File: src/rtl/cntr_mod_if.sv
// Bundle of control inputs and status outputs for the cntr_mod up/down counter.
interface cntr_mod_if #(
   parameter int unsigned COUNT_WIDTH = 8
);
   logic                   en;
   logic                   up_dn;
   logic                   sat_mode;
   logic                   clr;
   logic                   load;
   logic [COUNT_WIDTH-1:0] load_val;
   logic                   ovf_clr;
   logic [COUNT_WIDTH-1:0] count;
   logic                   at_max;
   logic                   at_zero;
   logic                   wrap;
   logic                   sat_hit;
   logic                   ovf;

   modport master (
      output en, up_dn, sat_mode, clr, load, load_val, ovf_clr,
      input  count, at_max, at_zero, wrap, sat_hit, ovf
   );

   modport slave (
      input  en, up_dn, sat_mode, clr, load, load_val, ovf_clr,
      output count, at_max, at_zero, wrap, sat_hit, ovf
   );
endinterface

File: src/rtl/cntr_mod.sv
// Up/down modulo counter with enable prescaler, clear/load, wrap or saturate
// boundary handling, one-cycle wrap/sat_hit pulses and a sticky ovf flag.
module cntr_mod #(
   parameter int unsigned COUNT_WIDTH = 8,
   parameter int unsigned MAX_VAL     = 2**COUNT_WIDTH - 1,
   parameter int unsigned PRESCALE    = 1
) (
   input logic         clk,
   input logic         rst_n,
   cntr_mod_if.slave   bus
);
   localparam int unsigned            PW      = (PRESCALE > 1) ? $clog2(PRESCALE) : 1;
   localparam logic [COUNT_WIDTH-1:0] MAX_C   = COUNT_WIDTH'(MAX_VAL);
   localparam logic [PW-1:0]          PS_LAST = PW'(PRESCALE - 1);

   logic [PW-1:0]          pre;
   logic [COUNT_WIDTH-1:0] cnt;
   logic                   wrap_q;
   logic                   sat_q;
   logic                   ovf_q;
   logic                   tick;

   assign tick = bus.en && (pre == PS_LAST);

   always_ff @(posedge clk) begin
      if (!rst_n) begin
         pre    <= '0;
         cnt    <= '0;
         wrap_q <= 1'b0;
         sat_q  <= 1'b0;
         ovf_q  <= 1'b0;
      end else begin
         wrap_q <= 1'b0;
         sat_q  <= 1'b0;
         // ovf_clr is applied first so that a same-edge event overrides it
         if (bus.ovf_clr)
            ovf_q <= 1'b0;
         if (bus.clr) begin
            cnt <= '0;
            pre <= '0;
         end else if (bus.load) begin
            cnt <= (bus.load_val > MAX_C) ? MAX_C : bus.load_val;
            pre <= '0;
         end else if (bus.en) begin
            if (tick) begin
               pre <= '0;
               if (bus.up_dn) begin
                  if (cnt != MAX_C) begin
                     cnt <= cnt + COUNT_WIDTH'(1);
                  end else if (bus.sat_mode) begin
                     sat_q <= 1'b1;
                     ovf_q <= 1'b1;
                  end else begin
                     cnt    <= '0;
                     wrap_q <= 1'b1;
                     ovf_q  <= 1'b1;
                  end
               end else begin
                  if (cnt != '0) begin
                     cnt <= cnt - COUNT_WIDTH'(1);
                  end else if (bus.sat_mode) begin
                     sat_q <= 1'b1;
                     ovf_q <= 1'b1;
                  end else begin
                     cnt    <= MAX_C;
                     wrap_q <= 1'b1;
                     ovf_q  <= 1'b1;
                  end
               end
            end else begin
               pre <= pre + PW'(1);
            end
         end
      end
   end

   assign bus.count   = cnt;
   assign bus.at_max  = (cnt == MAX_C);
   assign bus.at_zero = (cnt == '0);
   assign bus.wrap    = wrap_q;
   assign bus.sat_hit = sat_q;
   assign bus.ovf     = ovf_q;
endmodule
File: src/flat_wrapper.sv
// flat-port wrapper written by rule: the top's interface ports become plain ports
module cntr_mod_flat 
#(
   parameter int unsigned COUNT_WIDTH = 8,
   parameter int unsigned MAX_VAL     = 2**COUNT_WIDTH - 1,
   parameter int unsigned PRESCALE    = 1
)
  (clk, rst_n, bus_en, bus_up_dn, bus_sat_mode, bus_clr, bus_load, bus_load_val, bus_ovf_clr, bus_count, bus_at_max, bus_at_zero, bus_wrap, bus_sat_hit, bus_ovf);
  cntr_mod_if #(.COUNT_WIDTH(COUNT_WIDTH)) bus_i ();
  input logic clk;
  input logic rst_n;
  input wire logic [$bits(bus_i.en)-1:0] bus_en;
  input wire logic [$bits(bus_i.up_dn)-1:0] bus_up_dn;
  input wire logic [$bits(bus_i.sat_mode)-1:0] bus_sat_mode;
  input wire logic [$bits(bus_i.clr)-1:0] bus_clr;
  input wire logic [$bits(bus_i.load)-1:0] bus_load;
  input wire logic [$bits(bus_i.load_val)-1:0] bus_load_val;
  input wire logic [$bits(bus_i.ovf_clr)-1:0] bus_ovf_clr;
  output wire logic [$bits(bus_i.count)-1:0] bus_count;
  output wire logic [$bits(bus_i.at_max)-1:0] bus_at_max;
  output wire logic [$bits(bus_i.at_zero)-1:0] bus_at_zero;
  output wire logic [$bits(bus_i.wrap)-1:0] bus_wrap;
  output wire logic [$bits(bus_i.sat_hit)-1:0] bus_sat_hit;
  output wire logic [$bits(bus_i.ovf)-1:0] bus_ovf;
  assign bus_i.en = bus_en;
  assign bus_i.up_dn = bus_up_dn;
  assign bus_i.sat_mode = bus_sat_mode;
  assign bus_i.clr = bus_clr;
  assign bus_i.load = bus_load;
  assign bus_i.load_val = bus_load_val;
  assign bus_i.ovf_clr = bus_ovf_clr;
  assign bus_count = bus_i.count;
  assign bus_at_max = bus_i.at_max;
  assign bus_at_zero = bus_i.at_zero;
  assign bus_wrap = bus_i.wrap;
  assign bus_sat_hit = bus_i.sat_hit;
  assign bus_ovf = bus_i.ovf;
  cntr_mod #(.COUNT_WIDTH(COUNT_WIDTH), .MAX_VAL(MAX_VAL), .PRESCALE(PRESCALE)) u_core (.clk(clk), .rst_n(rst_n), .bus(bus_i));
endmodule
File: config.mk
export PLATFORM = sky130hd
export DESIGN_NAME = cntr_mod_flat
export DESIGN_NICKNAME = d
export VERILOG_FILES = /design/src/rtl/cntr_mod_if.sv /design/src/rtl/cntr_mod.sv /design/src/flat_wrapper.sv
export SDC_FILE = /design/constraint.sdc
export NUM_CORES = 1
export LEC_CHECK = 0
export CELL_PAD_IN_SITES_DETAIL_PLACEMENT = 1
export CELL_PAD_IN_SITES_GLOBAL_PLACEMENT = 1
export CORE_MARGIN = 2
export CORE_UTILIZATION = 29
export DETAILED_ROUTE_END_ITERATION = 10
export PLACE_DENSITY = 0.69
export REMOVE_ABC_BUFFERS = 1
export SYNTH_ARGS = -nofsm -noshare
export SYNTH_HDL_FRONTEND = slang
export SYNTH_SLANG_ARGS = --single-unit
File: constraint.sdc
create_clock -name clk -period 4.3 [get_ports clk]
set_input_delay 1.29 -clock clk [delete_from_list [all_inputs] [get_ports clk]]
set_output_delay 1.29 -clock clk [all_outputs]
set_load 0.02 [all_outputs]
# Word level (Yosys, flattened, before mapping)
# Index checks and enable logic that the tools add are counted.
[totals] reg_bits=12 input_bits=16 output_inout_bits=13 elab_cells=52
[op_classes] n_addsub=3 n_lt_le_gt_ge=1 eq_ne=4 muxes=26 bitwise_logic=4 reduce_logical=9
[op_table] cell="$mux 8" n=9
[op_table] cell="$mux 1" n=17
[op_table] cell="$add 8x1->8 const B" n=1
[op_table] cell="$eq 8x8->1 const B" n=1
[op_table] cell="$gt 8x8->1 const B" n=1
[op_table] cell="$logic_not 8->1" n=1
[op_table] cell="$ne 4x2->1 const B" n=2
[op_table] cell="$ne 8x8->1 const B" n=1
[op_table] cell="$reduce_bool 8->1" n=1
[op_table] cell="$sub 8x1->8 const B" n=1
[op_table] cell="$reduce_or 5->1" n=1
[op_table] cell="$not 1->1" n=4
[op_table] cell="$reduce_and 4->1" n=1
[op_table] cell="$reduce_bool 2->1" n=2
[op_table] cell="$reduce_or 3->1" n=1
[op_table] cell="$reduce_or 2->1" n=1
[op_table] cell="$add 1x1->1 const B" n=1
[op_table] cell="$logic_and 1x1->1" n=1

# Depth between registers and ports, before layout
# Gate-level depths: netlist of the first run.
[depth] depth_word=7 mapped_depth=8 ltp_nobuf=7

# Worst setup path after synthesis of the first run
# No wires, ideal clock.
[synth_path] path_kind="flip-flop to output port" from="register u_core.cnt[0], in the netlist u_core.bus.count[0]" to="output bus_at_zero" t_arrival_ps=1652 t_required_ps=3010 path_slack_ps=1358 stages_incl_launch_ff=6 path_buffers=1 path_cell_list="dfxtp_1 > clkbuf_1 > inv_1 > ha_1 > or3b_2 > nor2_1"
[synth_between] elab_chain_cells=1
[synth_lines] element="from (decl)" line="cntr_mod.sv:17" source="logic [COUNT_WIDTH-1:0] cnt;"
[synth_lines] element="from (signal assigned)" line="cntr_mod.sv:42" source="cnt <= (bus.load_val > MAX_C) ? MAX_C : bus.load_val;"
[synth_lines] element="from (signal assigned)" line="cntr_mod.sv:49" source="cnt <= cnt + COUNT_WIDTH'(1);"
[synth_lines] element="from (signal assigned)" line="cntr_mod.sv:60" source="cnt <= cnt - COUNT_WIDTH'(1);"
[synth_lines] element="$logic_not 8->1" line="cntr_mod.sv:79" source="assign bus.at_zero = (cnt == '0);"
[synth_lines] element="to (decl)" line="flat_wrapper.sv:21" source="output wire logic [$bits(bus_i.at_zero)-1:0] bus_at_zero;"
# No other way between the ends.

# Worst setup path after layout of the first run
# Same ends and word-level chain as after synthesis.

==> results of run 1 <==
-- logic make-up (layout without fill, tap and decap cells) --
kind of cell    after synthesis  count (layout)  share of synthesized area
fa+ha+maj                     3               3                     0.0388
flops                        12              12                      0.248
simple gates                 57              57                      0.304
compound gates               43              43                      0.314
mux                           1               1                     0.0103
buf+inv                      17              40                     0.0853
-- metal layers --
layer,global-route usage,up-vias
li1,-,540
met1,0.254,523
met2,0.341,24
met3,0.0455,2
met4,0.0274,0
met5,0,-
-- final timing paths --
path / slack, ns / start / cells past startpoint / endpoint
min: 0.48 / u_core.bus.ovf / 2 / u_core.bus.ovf
max reg2reg: 1.94 / u_core.bus.count[0] / 7 / u_core.bus.count[1]
max: 0.69 / u_core.bus.count[0] / 5 / bus_at_zero
min reg2reg: 0.48 / u_core.bus.ovf / 2 / u_core.bus.ovf
-- sequential cells by signal (all words and copies together), names as in the netlist --
name                count
u_core.bus.count        8
u_core.bus.ovf          1
u_core.bus.sat_hit      1
u_core.bus.wrap         1
u_core.pre              1
-- layout by cell type (no fill, tap or decap), drive strengths merged, types with 2 or more instances in the layout --
cell type	Yosys	final
a211oi	6	6
a21oi	6	6
a31oi	2	2
buf	3	2
clkbuf	7	3
clkdlybuf4s50	0	28
dfxtp	12	12
ha	3	3
inv	7	7
nand2	14	14
nand2b	6	6
nand3	6	6
nor2	12	12
nor3	8	8
o21ai	10	10
o22ai	4	4
o2bb2ai	2	2
o311ai	2	2
o31ai	2	2
o41ai	2	2
or3	4	4
-- power groups by stage --
stage | Combinational, mW | Sequential [mW] | Clock (mW)
after floorplan | 0.0555 | 0.133 | 0
after global placement | 0.108 | 0.131 | 0
after detailed placement | 0.109 | 0.131 | 0
after CTS | 0.110 | 0.129 | 0.0749
after global routing | 0.120 | 0.130 | 0.0792
final | 0.109 | 0.129 | 0.0737
-- area by class of cell --
class | instances | area (um2)
Inverter | 7 | 26.3
Timing Repair Buffer | 30 | 295
Clock buffer | 3 | 22.5
Fill cell | 412 | 1820
Sequential cell | 12 | 240
Multi-Input combinational cell | 104 | 646
Tap cell | 44 | 55.1
-- critical path, delay by kind of cell, from the launching register on --
kind / cells / cell delay (ns)
flip-flops: 1 / 0.42
adder cells (fa/ha/maj): 1 / 0.17
buffers and inverters: 2 / 0.76
AND/OR/NAND/NOR: 2 / 0.68
==> results.py, run 1 <==
metrics = {
    "critical_path": {
        "cp_slowest_cell": "clkdlybuf4s50_1",
        "cp_slowest_stage_delay_ns": 0.63,
        "critPathCaptureType": "output port",
        "required_ns": 3.01,
        "arrival_ns": 2.32,
        "startpoint_type": "flop",
        "path_cells": "inv_1 -> ha_1 -> or3b_2 -> nor2_1 -> clkdlybuf4s50_1",
        "cp_max_fo": 10,
        "critPathKind": "flop to output port",
    },
    "logic_synthesis": {
        "ys_types": 40,
        "syn_inst": 133,
        "netlist.top_cell.by_area": "dfxtp_1",
        "synth_flop_cell": "dfxtp_1",
        "synth-async-reset-ratio": 0,
        "yosysTopAreaCellShare": 0.248,
        "syn_area_per_cell_um2": 7.28,
        "synthTopCellsByCount": "nand2_1, dfxtp_1, nor2_1",
        "yosys_warnings": 0,
        "seq_area_frac_synth": 0.248,
        "synth_seq_cells": 12,
        "synth-edff-count": 0,
        "synth_most_common_cell": "nand2_1",
        "synth_area_um2": 968,
        "synth_area_leaders": "dfxtp_1, nand2_1, o21ai_0, nor2_1, ha_1",
    },
    "sta": {
        "skew_ns": 0.00527,
        "fin_ws_ns": 0.685,
        "tightest_slew_ns": 0.582,
        "tns_ns": 0,
        "slew_viol_final": 0,
        "slew_headroom": 0.610,
        "finalHoldWorstSlack_ns": 0.475,
        "fin_crit_sh": 0.841,
        "fin_crit_ns": 3.61,
        "fmax_mhz": 277,
        "rsz0062_at_grt": "no",
        "setup_viol": 0,
        "hold_viol_final": 0,
    },
    "global_routing": {
        "grt-ovfl-total": 0,
        "grt_max_degree": 15,
        "groute.usage.overall": 0.197,
        "grt_pass1_vias": 1147,
        "grt_antenna_before_repair": 0,
        "grt_first_pass_wirelength_um": 5530,
    },
    "die": {
        "dieArea_um2": 3820,
        "ioPinCount": 29,
        "start_util": 0.312,
        "std_cell_rows": 20,
        "die_w_um": 61.8,
        "core_um2": 3100,
        "die_y_um": 61.8,
    },
    "route": {
        "via_per_inst": 5.45,
        "drtAntennaViolNets": 0,
        "wl_met2_um": 1610,
        "wl_met1_um": 1630,
        "routed_wl_um": 3370,
        "highest_layer": "met4",
        "wl_per_cell_um": 16.9,
        "drc": 0,
        "wl_met3_um": 123,
        "drt_iter0_markers": 50,
        "vias": 1089,
        "first_pass_iters": 3,
    },
    "place": {
        "dp_hpwl_um": 2630,
        "dpl_worst_slack_ns": 0.956,
        "place_congestion": 0.798,
        "portBuffers": 28,
        "dp_cells": 197,
        "placed_cell_area_um2": 1260,
    },
    "clocking": {
        "path_clk_slew_ns": 0.08,
        "cts_made_buffers": 3,
        "clock_path_buffers": 2,
        "cts_resized": 0,
        "clock-sinks": 12,
        "tritoncts": "yes",
        "cts_hold_buf": 0,
        "root_buffer": "clkbuf_4",
        "insertion_delay_ns": 0.28,
        "postCtsSetupRepairBufs": 0,
        "h-tree-depth": 1,
    },
    "power": {
        "power.share.sequential": 0.414,
        "swShare": 0.356,
        "vdd_ir_drop_max_mv": 0.108,
        "power_frac_clock": 0.236,
        "netSwitchingPower_mw": 0.111,
        "pwr-share-comb": 0.350,
        "leakage_nw": 0.433,
        "powerDensity_nw_per_um2": 243,
        "power_mw": 0.312,
        "p_int_mw": 0.201,
    },
    "min_path": {
        "min-delay-path-class": "flop to flop",
    },
    "layout": {
        "syn_to_final_growth_pct": 32.7,
        "drive_gt1_frac": 0.0705,
        "fin_cells": 200,
        "antenna_cells": 0,
        "final_area_um2": 1280,
        "nNetsFinal": 177,
        "utilization": 0.414,
    },
    "job": {
        "maxCapViolCount": 0,
    },
    "outcome": {
        "outcome": "complete, no violations",
    },
}
(Power assumes the default switching activity.)
==> run 2: changes to the inputs <==
==> constraint.sdc (replaced) <==
create_clock -name clk -period 3.6 [get_ports clk]
set_input_delay 1.08 -clock clk [delete_from_list [all_inputs] [get_ports clk]]
set_output_delay 1.08 -clock clk [all_outputs]
set_load 0.02 [all_outputs]
==> results.py, run 2 (synthesis gave the netlist of run 1 again) <==
metrics = {
    "clocking": {
        "clock-sinks": 12,
        "insertion_delay_ns": 0.28,
        "tritoncts": "yes",
        "postCtsSetupRepairBufs": 0,
        "h-tree-depth": 1,
        "path_clk_slew_ns": 0.07,
        "cts_resized": 0,
        "clock_path_buffers": 2,
        "cts_made_buffers": 3,
        "root_buffer": "clkbuf_4",
        "cts_hold_buf": 0,
    },
    "route": {
        "wl_per_cell_um": 16.7,
        "routed_wl_um": 3420,
        "drt_iter0_markers": 60,
        "vias": 1156,
        "first_pass_iters": 4,
        "drc": 0,
        "via_per_inst": 5.64,
        "drtAntennaViolNets": 0,
    },
    "power": {
        "leakage_nw": 0.458,
        "powerDensity_nw_per_um2": 283,
        "vdd_ir_drop_max_mv": 0.159,
        "power_mw": 0.374,
    },
    "layout": {
        "regArea_um2": 240,
        "final_common_cell": "clkdlybuf4s50_1",
        "antenna_cells": 0,
        "largest_reg_flops": 8,
        "final_area_um2": 1320,
        "multiInputGateArea_um2": 646,
        "fill_cells": 421,
        "fin_cells": 205,
        "layout_common_cells": "clkdlybuf4s50_1, nand2_1, nor2_1, dfxtp_1, o21ai_0",
        "utilization": 0.426,
        "drive_gt1_frac": 0.0994,
        "nNetsFinal": 182,
        "syn_to_final_growth_pct": 36.6,
    },
    "place": {
        "portBuffers": 28,
        "place_congestion": 0.862,
        "dp_cells": 202,
        "dp_hpwl_um": 2700,
        "placed_cell_area_um2": 1300,
        "dpl_worst_slack_ns": 0.523,
    },
    "min_path": {
        "min-delay-path-class": "flop to flop",
        "hp-start": "u_core.pre",
    },
    "sta": {
        "fin_ws_ns": 0.195,
        "slew_viol_final": 0,
        "fin_crit_ns": 3.40,
        "slew_headroom": 0.631,
        "setup_viol": 0,
        "hold_viol_final": 0,
        "fmax_mhz": 294,
        "rsz0062_at_grt": "no",
        "tns_ns": 0,
        "fin_crit_sh": 0.946,
        "tightest_slew_ns": 0.550,
        "skew_ns": 0.000629,
        "finalHoldWorstSlack_ns": 0.481,
    },
    "critical_path": {
        "cp_slowest_stage_delay_ns": 0.63,
        "path_delay_family": "buffers and inverters",
        "crit_start": "u_core.bus.count[0]",
        "cp_num_buf_inv": 2,
        "r2r_start": "u_core.bus.count[0]",
        "required_ns": 2.52,
        "startpoint_type": "flop",
        "cp_slowest_cell": "clkdlybuf4s50_1",
        "cp_max_fo": 10,
        "arrival_ns": 2.32,
        "critPathKind": "flop to output port",
        "path_cells": "inv_1 -> ha_1 -> or3b_2 -> nor2_1 -> clkdlybuf4s50_1",
        "critPathCaptureType": "output port",
    },
    "die": {
        "start_util": 0.312,
        "ioPinCount": 29,
        "die_w_um": 61.8,
        "die_y_um": 61.8,
        "std_cell_rows": 20,
        "dieArea_um2": 3820,
        "core_um2": 3100,
    },
    "global_routing": {
        "grt_first_pass_wirelength_um": 5600,
        "grt_pass1_vias": 1160,
        "grt_antenna_before_repair": 0,
        "grt-ovfl-total": 0,
        "groute.usage.overall": 0.202,
        "grt_max_degree": 20,
    },
    "job": {
        "maxCapViolCount": 0,
    },
    "outcome": {
        "outcome": "complete, no violations",
    },
}
## run 2: area by class of cell
type,instances,area share
inverters,7,0.0199
clock buffers,3,0.0170
flip-flops and latches,12,0.182
multi-input cells,104,0.488
well taps,44,0.0416
repair buffers,35,0.252
## run 2: power by group
| part | switching, mW | internal [mW] |
|---|---|---|
| sequential | 0.0125 | 0.139 |
| clock | 0.0454 | 0.0389 |
| combinational | 0.0723 | 0.0661 |
| total | 0.130 | 0.243 |
## run 2: path summary, 6_finish.rpt
check | to | slack [ns] | depth (start not counted)
hold reg to reg | u_core.pre | 0.48 | 1
setup / recovery | bus_at_zero | 0.20 | 5
setup reg to reg | u_core.bus.count[1] | 1.17 | 8
hold / removal | u_core.pre | 0.48 | 1
## run 2: metal layers
metal	vias to the layer above	GRT usage	part of all wire
li1	553	-	-
met1	561	0.265	0.46
met2	35	0.335	0.48
met3	7	0.0455	0.046
met4	0	0.0517	0.016
met5	-	0	0
## run 2: worst register-to-register path: cells and delay by family, from the launching register on
kind                     cells  cell delay, ns
AO/OA/AOI/OAI                2            0.48
adder cells (fa/ha/maj)      1            0.17
buffers and inverters        2            0.29
flip-flops                   1            0.41
AND/OR/NAND/NOR              3            0.99
==> run 3: changes to the inputs <==
--- a/config.mk
+++ b/config.mk
@@ -5,11 +5,13 @@
 export SDC_FILE = /design/constraint.sdc
 export NUM_CORES = 1
 export LEC_CHECK = 0
+export CAP_MARGIN = 25
 export CELL_PAD_IN_SITES_DETAIL_PLACEMENT = 1
 export CELL_PAD_IN_SITES_GLOBAL_PLACEMENT = 1
 export CORE_MARGIN = 2
 export CORE_UTILIZATION = 29
 export DETAILED_ROUTE_END_ITERATION = 10
+export GPL_TIMING_DRIVEN = 0
 export PLACE_DENSITY = 0.69
 export REMOVE_ABC_BUFFERS = 1
 export SYNTH_ARGS = -nofsm -noshare
==> results.py, run 3 (synthesis gave the netlist of run 1 again) <==
metrics = {
    "power": {
        "leakage_nw": 0.430,
        "vdd_ir_drop_max_mv": 0.171,
        "power_mw": 0.392,
        "powerDensity_nw_per_um2": 305,
    },
    "global_routing": {
        "grt_antenna_before_repair": 0,
        "grt_max_degree": 21,
        "grt_pass1_vias": 1165,
        "grt_first_pass_wirelength_um": 5660,
        "groute.usage.overall": 0.201,
        "grt-ovfl-total": 0,
    },
    "die": {
        "ioPinCount": 29,
        "die_y_um": 61.8,
        "dieArea_um2": 3820,
        "std_cell_rows": 20,
        "die_w_um": 61.8,
        "core_um2": 3100,
        "start_util": 0.312,
    },
    "layout": {
        "layout_common_cells": "clkdlybuf4s50_1, nand2_1, nor2_1, dfxtp_1, o21ai_0",
        "final_common_cell": "clkdlybuf4s50_1",
        "nNetsFinal": 175,
        "final_area_um2": 1280,
        "fin_cells": 199,
        "largest_reg_flops": 8,
        "antenna_cells": 0,
        "fill_cells": 418,
        "syn_to_final_growth_pct": 32.6,
        "drive_gt1_frac": 0.0645,
    },
    "route": {
        "drc": 0,
        "routed_wl_um": 3380,
        "via_per_inst": 5.64,
        "drtAntennaViolNets": 0,
        "wl_per_cell_um": 17.0,
        "first_pass_iters": 2,
        "drt_iter0_markers": 28,
        "vias": 1123,
    },
    "clocking": {
        "postCtsSetupRepairBufs": 0,
        "clock-sinks": 12,
        "root_buffer": "clkbuf_4",
        "path_clk_slew_ns": 0.08,
        "h-tree-depth": 1,
        "tritoncts": "yes",
        "cts_resized": 0,
        "cts_made_buffers": 3,
        "insertion_delay_ns": 0.27,
        "clock_path_buffers": 2,
        "cts_hold_buf": 0,
    },
    "min_path": {
        "hp-start": "u_core.pre",
        "holdPathStages": 1,
        "min-delay-path-class": "flop to flop",
        "whs_endpoint": "u_core.pre",
    },
    "sta": {
        "skew_ns": 0.000549,
        "slew_headroom": 0.536,
        "tightest_slew_ns": 0.693,
        "tns_ns": 0,
        "rsz0062_at_grt": "no",
        "fmax_mhz": 291,
        "slew_viol_final": 0,
        "fin_crit_sh": 0.955,
        "setup_viol": 0,
        "fin_ws_ns": 0.162,
        "hold_viol_final": 0,
        "fin_crit_ns": 3.44,
    },
    "place": {
        "dp_hpwl_um": 2520,
        "placed_cell_area_um2": 1250,
        "dp_cells": 195,
        "portBuffers": 28,
        "place_congestion": 0.806,
        "dpl_worst_slack_ns": 0.115,
    },
    "critical_path": {
        "critPathKind": "flop to output port",
        "cp_max_fo": 10,
        "arrival_ns": 2.36,
        "cp_slowest_cell": "clkdlybuf4s50_1",
        "critPathCaptureType": "output port",
        "cp_slowest_stage_delay_ns": 0.63,
        "rrSetupSlack_ns": 1.24,
        "r2r_start": "u_core.bus.count[0]",
        "reg2reg_depth": 7,
        "startpoint_type": "flop",
        "path_cells": "inv_1 -> ha_1 -> or3b_2 -> nor2_1 -> clkdlybuf4s50_1",
        "required_ns": 2.52,
        "r2r_end": "u_core.bus.count[0]",
    },
    "outcome": {
        "outcome": "complete, no violations",
    },
    "job": {
        "maxCapViolCount": 0,
    },
}
==> run 3: changes by cell type in the layout (fill, tap and decap cells not counted) <==
cell	delta
buf_4	-7
clkbuf_8	+1
==> run 3: cell type report <==
| cell class | instances | area (um2) | share of cell area |
|---|---|---|---|
| inverters | 7 | 26.3 | 0.0205 |
| repair buffers | 28 | 280 | 0.218 |
| multi-input cells | 104 | 646 | 0.503 |
| clock buffers | 4 | 36.3 | 0.0283 |
| flip-flops and latches | 12 | 240 | 0.187 |
| well taps | 44 | 55.1 | 0.0429 |
==> run 3: power breakdown <==
group	internal (mW)	total (mW)	switching (mW)
logic	0.0610	0.128	0.0671
registers	0.138	0.155	0.0161
clock network	0.0615	0.109	0.0473
==> run 3: per-layer routing <==
layer / vias to the layer above / wire length, um / part of all wire / track usage
li1: 543 / - / - / -
met1: 553 / 1550 / 0.46 / 0.263
met2: 27 / 1690 / 0.50 / 0.344
met3: 0 / 142 / 0.042 / 0.0518
met4: 0 / 0 / 0 / 0.0182
met5: - / 0 / 0 / 0
==> run 3: critical path: cells and delay by family, from the launching register on <==
kind / cells / cell delay (ns)
adders and majority gates: 1 / 0.16
buffers and inverters: 2 / 0.77
DFF: 1 / 0.45
and+or+nand+nor: 2 / 0.70
==> run 3: worst max path at each step <==
stage	startpoint	end
finish	u_core.bus.count[0]	bus_at_zero
global route	u_core.bus.count[0]	bus_at_zero
CTS	u_core.bus.count[0]	bus_at_zero
detailed placement	bus_up_dn	u_core.bus.count[0]
global placement	bus_up_dn	u_core.bus.count[0]
floorplan	u_core.bus.count[0]	bus_at_zero
==> run 3: metrics by stage <==
stage                      util  hold slack (ns)
after floorplan               -            0.454
after global placement    0.402            0.465
after detailed placement  0.402            0.474
after CTS                 0.414            0.485
after global routing      0.414            0.503
final                     0.414            0.480
